--- config.mk ---
export PLATFORM = sky130hd
export DESIGN_NAME = icb_dma_rd
export DESIGN_NICKNAME = d
export VERILOG_FILES = /design/src/rtl/icb_dma_rd.sv
export SDC_FILE = /design/constraint.sdc
export NUM_CORES = 1
export LEC_CHECK = 0
export ABC_CLOCK_PERIOD_IN_PS = 4830
export BUFFER_PORTS_ARGS = -buffer_cell sky130_fd_sc_hd__buf_2
export CORE_AREA = 4 4 171 173
export DETAILED_ROUTE_END_ITERATION = 12
export DIE_AREA = 0 0 175 177
export PLACE_DENSITY = 0.76
export SLEW_MARGIN = 20
export SYNTH_ARGS = -nofsm -noshare
export SYNTH_HDL_FRONTEND = slang
export SYNTH_SLANG_ARGS = --single-unit
--- constraint.sdc ---
create_clock -name clk -period 4.83 [get_ports clk]
set_input_delay 0.966 -clock clk [delete_from_list [all_inputs] [get_ports clk]]
set_output_delay 0.966 -clock clk [all_outputs]
set_load 0.03 [all_outputs]
--- src/rtl/icb_dma_rd.sv ---
// Read-DMA engine: fetches a block of 32-bit words over an ICB master port,
// buffers them in a FIFO and streams them out on a valid/ready interface.
module icb_dma_rd #(
    parameter int FIFO_DEPTH = 8,
    parameter int MAX_OUT    = 4
) (
    input  logic        clk,
    input  logic        rst_n,
    input  logic [15:0] stat_wr,
    input  logic [31:0] cfg,
    input  logic [31:0] base_addr,
    output logic [15:0] stat_rd,
    output logic        m_icb_cmd_valid,
    input  logic        m_icb_cmd_ready,
    output logic        m_icb_cmd_read,
    output logic [31:0] m_icb_cmd_addr,
    output logic [31:0] m_icb_cmd_wdata,
    output logic [3:0]  m_icb_cmd_wmask,
    input  logic        m_icb_rsp_valid,
    output logic        m_icb_rsp_ready,
    input  logic [31:0] m_icb_rsp_rdata,
    input  logic        m_icb_rsp_err,
    output logic        out_valid,
    input  logic        out_ready,
    output logic [31:0] out_data
);
    localparam int AW = $clog2(FIFO_DEPTH);
    localparam int PW = AW + 1;
    localparam int OW = $clog2(MAX_OUT + 1);
    localparam int SW = ((PW > OW) ? PW : OW) + 1;

    typedef enum logic [1:0] {IDLE, RUN, DRAIN, ABORT} state_t;
    state_t state, state_n;

    logic [15:0]   len, len_n;
    logic [31:0]   base;
    logic [16:0]   iss, iss_n;
    logic [OW-1:0] outst, outst_n;
    logic [PW-1:0] wptr, rptr, wptr_n, rptr_n, count_n;
    logic [31:0]   mem [FIFO_DEPTH];
    logic          cmd_valid, cmd_valid_n, cmd_hold;
    logic          done, err, aborted;
    logic          set_done, set_err, set_abt;
    logic          start, go, zstart, clr, abort_go;
    logic          cmd_hs, rsp_dec, push, pop;
    logic          unused_ok;

    assign unused_ok = ^{cfg[31:16], stat_wr[15:3], base_addr[1:0]};

    assign start    = stat_wr[0] && (state == IDLE);
    assign go       = start && (cfg[15:0] != 16'd0);
    assign zstart   = start && (cfg[15:0] == 16'd0);
    assign clr      = stat_wr[1];
    assign abort_go = stat_wr[2] && ((state == RUN) || (state == DRAIN));
    assign cmd_hs   = cmd_valid && m_icb_cmd_ready;
    assign cmd_hold = cmd_valid && !m_icb_cmd_ready;
    assign rsp_dec  = m_icb_rsp_valid && (outst != '0);
    // Responses landing while aborting (or after a reset) are accepted and dropped.
    assign push     = m_icb_rsp_valid && ((state == RUN) || (state == DRAIN)) && !abort_go;
    assign pop      = out_valid && out_ready;
    assign set_err  = push && m_icb_rsp_err;

    always_comb begin
        len_n   = go ? cfg[15:0] : len;
        iss_n   = go ? 17'd0 : iss + {16'd0, cmd_hs};
        outst_n = outst;
        if (cmd_hs && !rsp_dec)
            outst_n = outst + OW'(1);
        else if (!cmd_hs && rsp_dec)
            outst_n = outst - OW'(1);
        wptr_n  = wptr + {{(PW-1){1'b0}}, push};
        rptr_n  = abort_go ? wptr : rptr + {{(PW-1){1'b0}}, pop};
        count_n = wptr_n - rptr_n;
    end

    always_ff @(posedge clk or negedge rst_n) begin
        if (!rst_n) state <= IDLE;
        else        state <= state_n;
    end

    // Exit decisions use post-edge counts so done/busy move in the cycle after the last pop.
    always_comb begin
        state_n  = state;
        set_done = 1'b0;
        set_abt  = 1'b0;
        case (state)
            IDLE: begin
                if (go)          state_n  = RUN;
                else if (zstart) set_done = 1'b1;
            end
            RUN, DRAIN: begin
                if (abort_go) begin
                    state_n = ABORT;
                end else if (iss_n == {1'b0, len}) begin
                    if (outst_n == '0 && count_n == '0) begin
                        state_n  = IDLE;
                        set_done = 1'b1;
                    end else begin
                        state_n  = DRAIN;
                    end
                end
            end
            default: begin
                if (outst_n == '0 && !cmd_hold) begin
                    state_n = IDLE;
                    set_abt = 1'b1;
                end
            end
        endcase
    end

    // FIFO space for every outstanding read is reserved before the command goes out.
    always_comb begin
        cmd_valid_n = cmd_hold;
        if (!cmd_hold && state_n == RUN)
            cmd_valid_n = (iss_n < {1'b0, len_n}) && (outst_n < OW'(MAX_OUT)) &&
                          ((SW'(count_n) + SW'(outst_n)) < SW'(FIFO_DEPTH));
    end

    always_ff @(posedge clk or negedge rst_n) begin
        if (!rst_n) begin
            len       <= '0;
            base      <= '0;
            iss       <= '0;
            outst     <= '0;
            wptr      <= '0;
            rptr      <= '0;
            cmd_valid <= 1'b0;
            done      <= 1'b0;
            err       <= 1'b0;
            aborted   <= 1'b0;
        end else begin
            if (go) begin
                len  <= cfg[15:0];
                base <= {base_addr[31:2], 2'b00};
            end
            iss       <= iss_n;
            outst     <= outst_n;
            wptr      <= wptr_n;
            rptr      <= rptr_n;
            cmd_valid <= cmd_valid_n;
            if (start || clr) begin
                done    <= 1'b0;
                err     <= 1'b0;
                aborted <= 1'b0;
            end
            if (set_done) done    <= 1'b1;
            if (set_err)  err     <= 1'b1;
            if (set_abt)  aborted <= 1'b1;
        end
    end

    always_ff @(posedge clk) begin
        if (push) mem[wptr[AW-1:0]] <= m_icb_rsp_rdata;
    end

    always_comb begin
        out_valid       = (wptr != rptr) && (state != ABORT);
        out_data        = out_valid ? mem[rptr[AW-1:0]] : 32'd0;
        stat_rd         = {12'd0, aborted, err, done, (state != IDLE)};
        m_icb_cmd_valid = cmd_valid;
        m_icb_cmd_addr  = base + {13'd0, iss, 2'b00};
        m_icb_cmd_read  = 1'b1;
        m_icb_cmd_wdata = 32'd0;
        m_icb_cmd_wmask = 4'hF;
        m_icb_rsp_ready = 1'b1;
    end

endmodule
==> results.cfg, run 1 <==
[finish]
finish.net_count = 1463
layout-drive-gt1-share_pct = 24.32
fin_util_pct = 65.60
final_cell_count_no_fill = 1701
area_growth_pct = 15.47
nFillCells = 1982
final_area_sq_um = 18120

[timing]
relSlewSlack_pct = 37.04
layout_min_cycle_time_ns = 4.693
fin_crit_sh_pct = 97.16
holdWs_ns = 0.4401
final-setup-viol-count = 0
worst_clock_skew_ns = 0.01336
layout_setup_ws_ns = 0.1374
final_hold_viol_count = 0
setup_tns_ns = 0
rsz0062_at_grt = no
fmax_mhz = 213.1
slew_viol_final = 0
tightestPinTransition_ns = 0.9444

[synth]
ys.flop_type = edfxtp_1
async_flop_share_pct = 23.81
synth_top_area_cell = edfxtp_1
syn_area_sq_um = 15700
avgSynthCellArea_sq_um = 14.03
synthTopCellsByArea = edfxtp_1, dfrtp_1, mux4_2, ha_1, nand2_1
synth_top_area_share_pct = 48.98
ys_warn_count = 0
ys_seq_elements = 336
seq_area_frac_synth_pct = 61.73
synth.distinct_cells = 67
synth_edf_count = 256
synthCells = 1119

[cts]
path_clk_slew_ns = 0.06
cts_buffers = 36
clk_latency_ns = 0.53
cts_max_path_buffers = 3
post-cts-setup-buffer-count = 0
clock_sinks = 336
h-tree-depth = 2
cts_root_buf = clkbuf_16
cts_tree = yes

[placed_design]
place_inst = 1634
gp_congestion = 0.9439
place_worst_setup_slack_ns = 0.4949
io_buffers = 154
hpwl_um = 21690
dpl_cell_area_sq_um = 16850

[worst_setup_path]
critical-path-top-delay-family = compound AO/OA/AOI/OAI gates
crit_path_start_kind = register
end_kind = primary output
crit_required_ns = 3.86
slowest_stage = o31ai_1
path_common_cell = o31ai_1
worstPathArrival_ns = 3.73
crit_buf_inv = 2
path_max_fanout = 6
critPathMaxStageDelay_ns = 0.52
crit_type = reg -> out
crit_chain = ha_1, nor2b_1, o21a_1, o21ai_0, a21oi_1, o31ai_1, a211oi_2, o31ai_1, buf_4, nand2b_1, xnor2_1, buf_2

[floorplan]
die_width_um = 175
start_util_pct = 56.81
die_y_um = 177
core_area_sq_um = 27630
core.rowCount = 61
die-area_sq_um = 30980
ios = 238

[drt]
drcViolationCount = 0
ant_nets = 0
avgRoutedWirePerCell_um = 20.12
wirelength_um = 34220
via_per_inst = 5.653
via_count = 9615
dr.pass1.iters = 5
drt-initial-drc-count = 684

[global_route]
grt_pass1_vias = 9731
top_usage_layer = met2
grt_max_degree = 81
grt_pass1_wl_um = 53580
antenna_found_initial = 6
grt.total_usage_pct = 22.03
grtUsageMet3_pct = 4.401
grt_use_met2_pct = 37.56
grtUsageMet1_pct = 28.84
grt_overflow = 0

[pwr]
p_leak_nw = 7.340
ir_worst_vdd_uv = 415.2
share_seq_of_total_power_pct = 33.6
powerDensity_nw_per_um2 = 623.0
combPwrFrac_pct = 40.9
power_mw = 11.29
switchingPower_mw = 4.331
p_clk_share_pct = 25.5
switching_share_pct = 38.35
p_int_mw = 6.961

[min_path]
worstHoldPathType = in -> async

[outcome]
outcome = complete, no violations

[run]
drv_cap = 0
-- worst register-to-register path: cells and delay by family, from the launching register on --
kind	cells	cell delay, ns
XOR/XNOR	3	0.49
buffers and inverters	1	0.09
flip-flops	1	0.50
AO/OA/AOI/OAI	6	1.51
multiplexers	2	0.45
AND/OR/NAND/NOR	1	0.17
adder cells (fa/ha/maj)	3	0.79
-- final cells by class --
cell class	count	area [sq um]	share of cell area [%]
Sequential cell	336	9696	53.49
Multi-Input combinational cell	698	5568	30.72
Timing Repair Buffer	179	964.7	5.322
Clock buffer	41	919.6	5.074
Tap cell	378	473.0	2.609
Clock inverter	23	335.3	1.850
Inverter	43	161.4	0.8905
Antenna cell	3	7.507	0.04142
-- power groups by stage --
| stage | Combinational, mW | Clock, mW | Sequential [mW] |
|---|---|---|---|
| 3_5_place_dp | 4.63 | 0 | 3.84 |
| 4_1_cts | 4.68 | 2.91 | 3.79 |
| 6_report | 4.62 | 2.88 | 3.79 |
| 5_1_grt | 5.03 | 3.05 | 3.84 |
| 2_1_floorplan | 3.48 | 0 | 3.75 |
| 3_3_place_gp | 4.54 | 0 | 3.82 |
-- cells by family (layout without fill, tap and decap cells) --
logic type                 after synthesis  in the layout  share of synthesized area, %
muxes                                  104            104                         11.74
other                                    2             55                       0.04785
DFF                                    336            336                         61.73
AOI/OAI and AO/OA                      108            108                         4.695
xor gates and xnor gates                51             51                         2.941
adders and majority gates               53             53                         4.289
buffers and inverters                  135            286                         4.552
and+or+nand+nor                        330            330                         10.00
-- what timing repair did --
action | in CTS | in global routing
hold buffers | 0 | 0
gates resized for setup | 0 | 1
setup endpoints to repair | 0 | 3
-- layer usage --
layer  vias to the layer above  routed length [um]
li1                       4413                   -
met5                         -                  34
met2                       394               17210
met1                      4728               13670
met3                        74                2367
met4                         6                 931
-- Yosys cell counts (12+ instances only) --
cell / number
dfrtp_1: 80
ha_1: 49
o21ai_0: 20
a21oi_1: 23
and2_1: 15
nand2b_1: 16
mux4_2: 64
clkbuf_1: 20
nor4_1: 12
mux2i_1: 39
nor2_1: 74
edfxtp_1: 256
nand3_1: 14
nand2_1: 137
xnor2_1: 30
a21o_1: 13
buf_4: 55
buf_1: 16
inv_1: 43
nor3_1: 14
xor2_1: 20
-- cells in the final DEF (no fill, tap or decap), drive strengths merged, types with 20 or more instances in the layout --
master  Yosys  routed
edfxtp    256     256
buf        72     179
nand2     137     137
dfrtp      80      80
nor2       74      74
mux4       64      64
conb        2      52
ha         49      49
inv        43      43
clkbuf     20      41
mux2i      39      39
xnor2      30      30
a21oi      23      23
xor2       20      20
o21ai      20      20
-- path summary, 6_finish.rpt --
kind / from / end / slack, ns / depth (start not counted)
max in group asynchronous: rst_n / rptr[0] / 3.74 / 1
min reg2reg: base[11] / base[11] / 0.49 / 2
min: rst_n / done / 0.44 / 1
max reg2reg: wptr[2] / m_icb_cmd_valid / 0.76 / 16
max: iss[2] / m_icb_cmd_addr[20] / 0.14 / 12
min in group clk: base[11] / base[11] / 0.49 / 2
-- sequential cells by signal (all words and copies together), names as in the netlist --
register and count:
aborted 1, base 30, done 1, err 1, iss 17, len 16
m_icb_cmd_valid 1, mem 256, outst 3, rptr 4, state 2, wptr 4
No activity file was read; power rests on OpenSTA's default activity.
==> run 2: changes to the inputs <==
==> constraint.sdc (replaced) <==
create_clock -name clk -period 4.83 [get_ports clk]
set_input_delay 0.483 -clock clk [delete_from_list [all_inputs] [get_ports clk]]
set_output_delay 0.483 -clock clk [all_outputs]
set_load 0.03 [all_outputs]
==> results.cfg, run 2 (synthesis gave the netlist of run 1 again) <==
[outcome]
outcome = finished, violations left
violations = hold timing

[floorplan]
die_y_um = 177
start_util_pct = 56.81
core.rowCount = 61
die_width_um = 175
core_area_sq_um = 27630
die-area_sq_um = 30980
ios = 238

[drt]
ant_nets = 0
wirelength_um = 32890
dr.pass1.iters = 5
via_count = 9551
avgRoutedWirePerCell_um = 19.48
drcViolationCount = 0
drt-initial-drc-count = 663
via_per_inst = 5.658

[global_route]
grt_pass1_wl_um = 51770
grt_overflow = 0
grt_max_degree = 81
grt_pass1_vias = 9496
grt.total_usage_pct = 21.23
antenna_found_initial = 3

[cts]
cts_tree = yes
path_clk_slew_ns = 0.06
cts_max_path_buffers = 3
clk_latency_ns = 0.52
cts_resized = 0
cts_buffers = 36
post-cts-setup-buffer-count = 0
hold_buffers = 0
clock_sinks = 336
h-tree-depth = 2
cts_root_buf = clkbuf_16

[finish]
finish.net_count = 1453
largest_register_ffs = 256
final_area_sq_um = 17890
antenna_cells = 0
layout-drive-gt1-share_pct = 23.13
layout_commonest_cell = edfxtp_1
fin_util_pct = 64.74
final_cell_mix = edfxtp_1, buf_2, nand2_1, dfrtp_1, nor2_1
area_growth_pct = 13.96

[worst_setup_path]
path_common_cell = o31ai_1
crit_path_start_kind = register
worstRegToRegCells = 16
end_kind = primary output
worstPathArrival_ns = 4.01
crit_type = reg -> out
crit_end = m_icb_cmd_addr[20]
crit_chain = ha_1, nor2b_1, o21a_1, o21ai_0, a21oi_1, o31ai_1, a211oi_1, o31ai_1, nand2b_1, xnor2_1, buf_2
path_max_fanout = 6
regToRegStartpoint = wptr[2]
slowest_stage = o31ai_1
critPathMaxStageDelay_ns = 0.71
cp-startpoint = iss[2]
crit_required_ns = 4.35
reg2reg_slack_ns = 0.74
r2r_end = m_icb_cmd_valid

[pwr]
powerDensity_nw_per_um2 = 611.8
ir_worst_vdd_uv = 360.2
p_leak_nw = 7.233

[timing]
fmax_mhz = 222.5
relSlewSlack_pct = 33.90
tightestPinTransition_ns = 0.9915
holdWs_ns = -0.01966
slew_viol_final = 0
fin_crit_sh_pct = 93.06
rsz0062_at_grt = no
layout_min_cycle_time_ns = 4.495
setup_tns_ns = 0
final_hold_viol_count = 11
final-setup-viol-count = 0
worst_clock_skew_ns = 0.01363

[placed_design]
io_buffers = 154
hpwl_um = 20950
gp_congestion = 0.8650
dpl_cell_area_sq_um = 16780

[min_path]
worstHoldPathType = in -> async

[run]
drv_cap = 0
[run 2: changes by cell type in the layout (fill, tap and decap cells not counted), moves of 2 or more]
cell        before  now
clkinv_4         0    2
bufinv_16        6    1
clkbuf_8         0    2
clkbuf_1         5   11
clkinv_16        2    0
clkinv_2         3    1
buf_4           25   15
clkinvlp_4       6    2
diode_2          3    0
[run 2: area by class of cell]
| type | instances | area (sq um) |
|---|---|---|
| clock buffers | 49 | 969.7 |
| clock inverters | 15 | 135.1 |
| fillers | 2014 | 9742 |
| inverters | 43 | 161.4 |
| multi-input cells | 698 | 5563 |
| flip-flops and latches | 336 | 9696 |
| well taps | 378 | 473.0 |
| repair buffers | 169 | 889.6 |
[run 2: worst min-delay path by stage]
stage | startpoint | end | depth (start not counted)
6_report | rst_n | outst[1] | 1
5_1_grt | rst_n | err | 1
4_1_cts | base_addr[6] | base[6] | 3
3_5_place_dp | base[16] | base[16] | 2
3_3_place_gp | base[7] | base[7] | 2
2_1_floorplan | rst_n | aborted | 0
[run 2: metal layers]
| metal | wire [um] | global-route usage (%) | up-vias |
|---|---|---|---|
| met2 | 16170 | 35.12 | 378 |
| met1 | 13580 | 28.92 | 4721 |
| met5 | 32 | 0 | - |
| met4 | 711 | 6.448 | 6 |
| li1 | - | - | 4386 |
| met3 | 2400 | 4.294 | 60 |
[run 2: where the power goes]
part	leakage, nW	switching, mW	total [mW]	internal (mW)
logic	3.38	2.83	4.54	1.70
registers	3.32	0.314	3.83	3.52
clock network	0.528	1.10	2.58	1.48
total	7.23	4.25	10.9	6.70
[run 2: critical path: cells and delay by family (launching register included)]
kind / cells / cell delay [ns]
fa+ha+maj: 1 / 0.36
compound gates: 6 / 1.90
buf+inv: 1 / 0.24
flops: 1 / 0.47
simple gates: 2 / 0.35
xor+xnor: 1 / 0.15
[run 2: stage by stage]
step | setup WS (ns) | power, mW | cells
global route | 0.08289 | 11.59 | 1688
floorplan | 0.5083 | 7.229 | 1169
finish | 0.3351 | 10.94 | 1688
CTS | 0.3391 | 11.03 | 1688
global placement | 0.9030 | 8.333 | 1624
detailed placement | 0.8115 | 8.429 | 1624
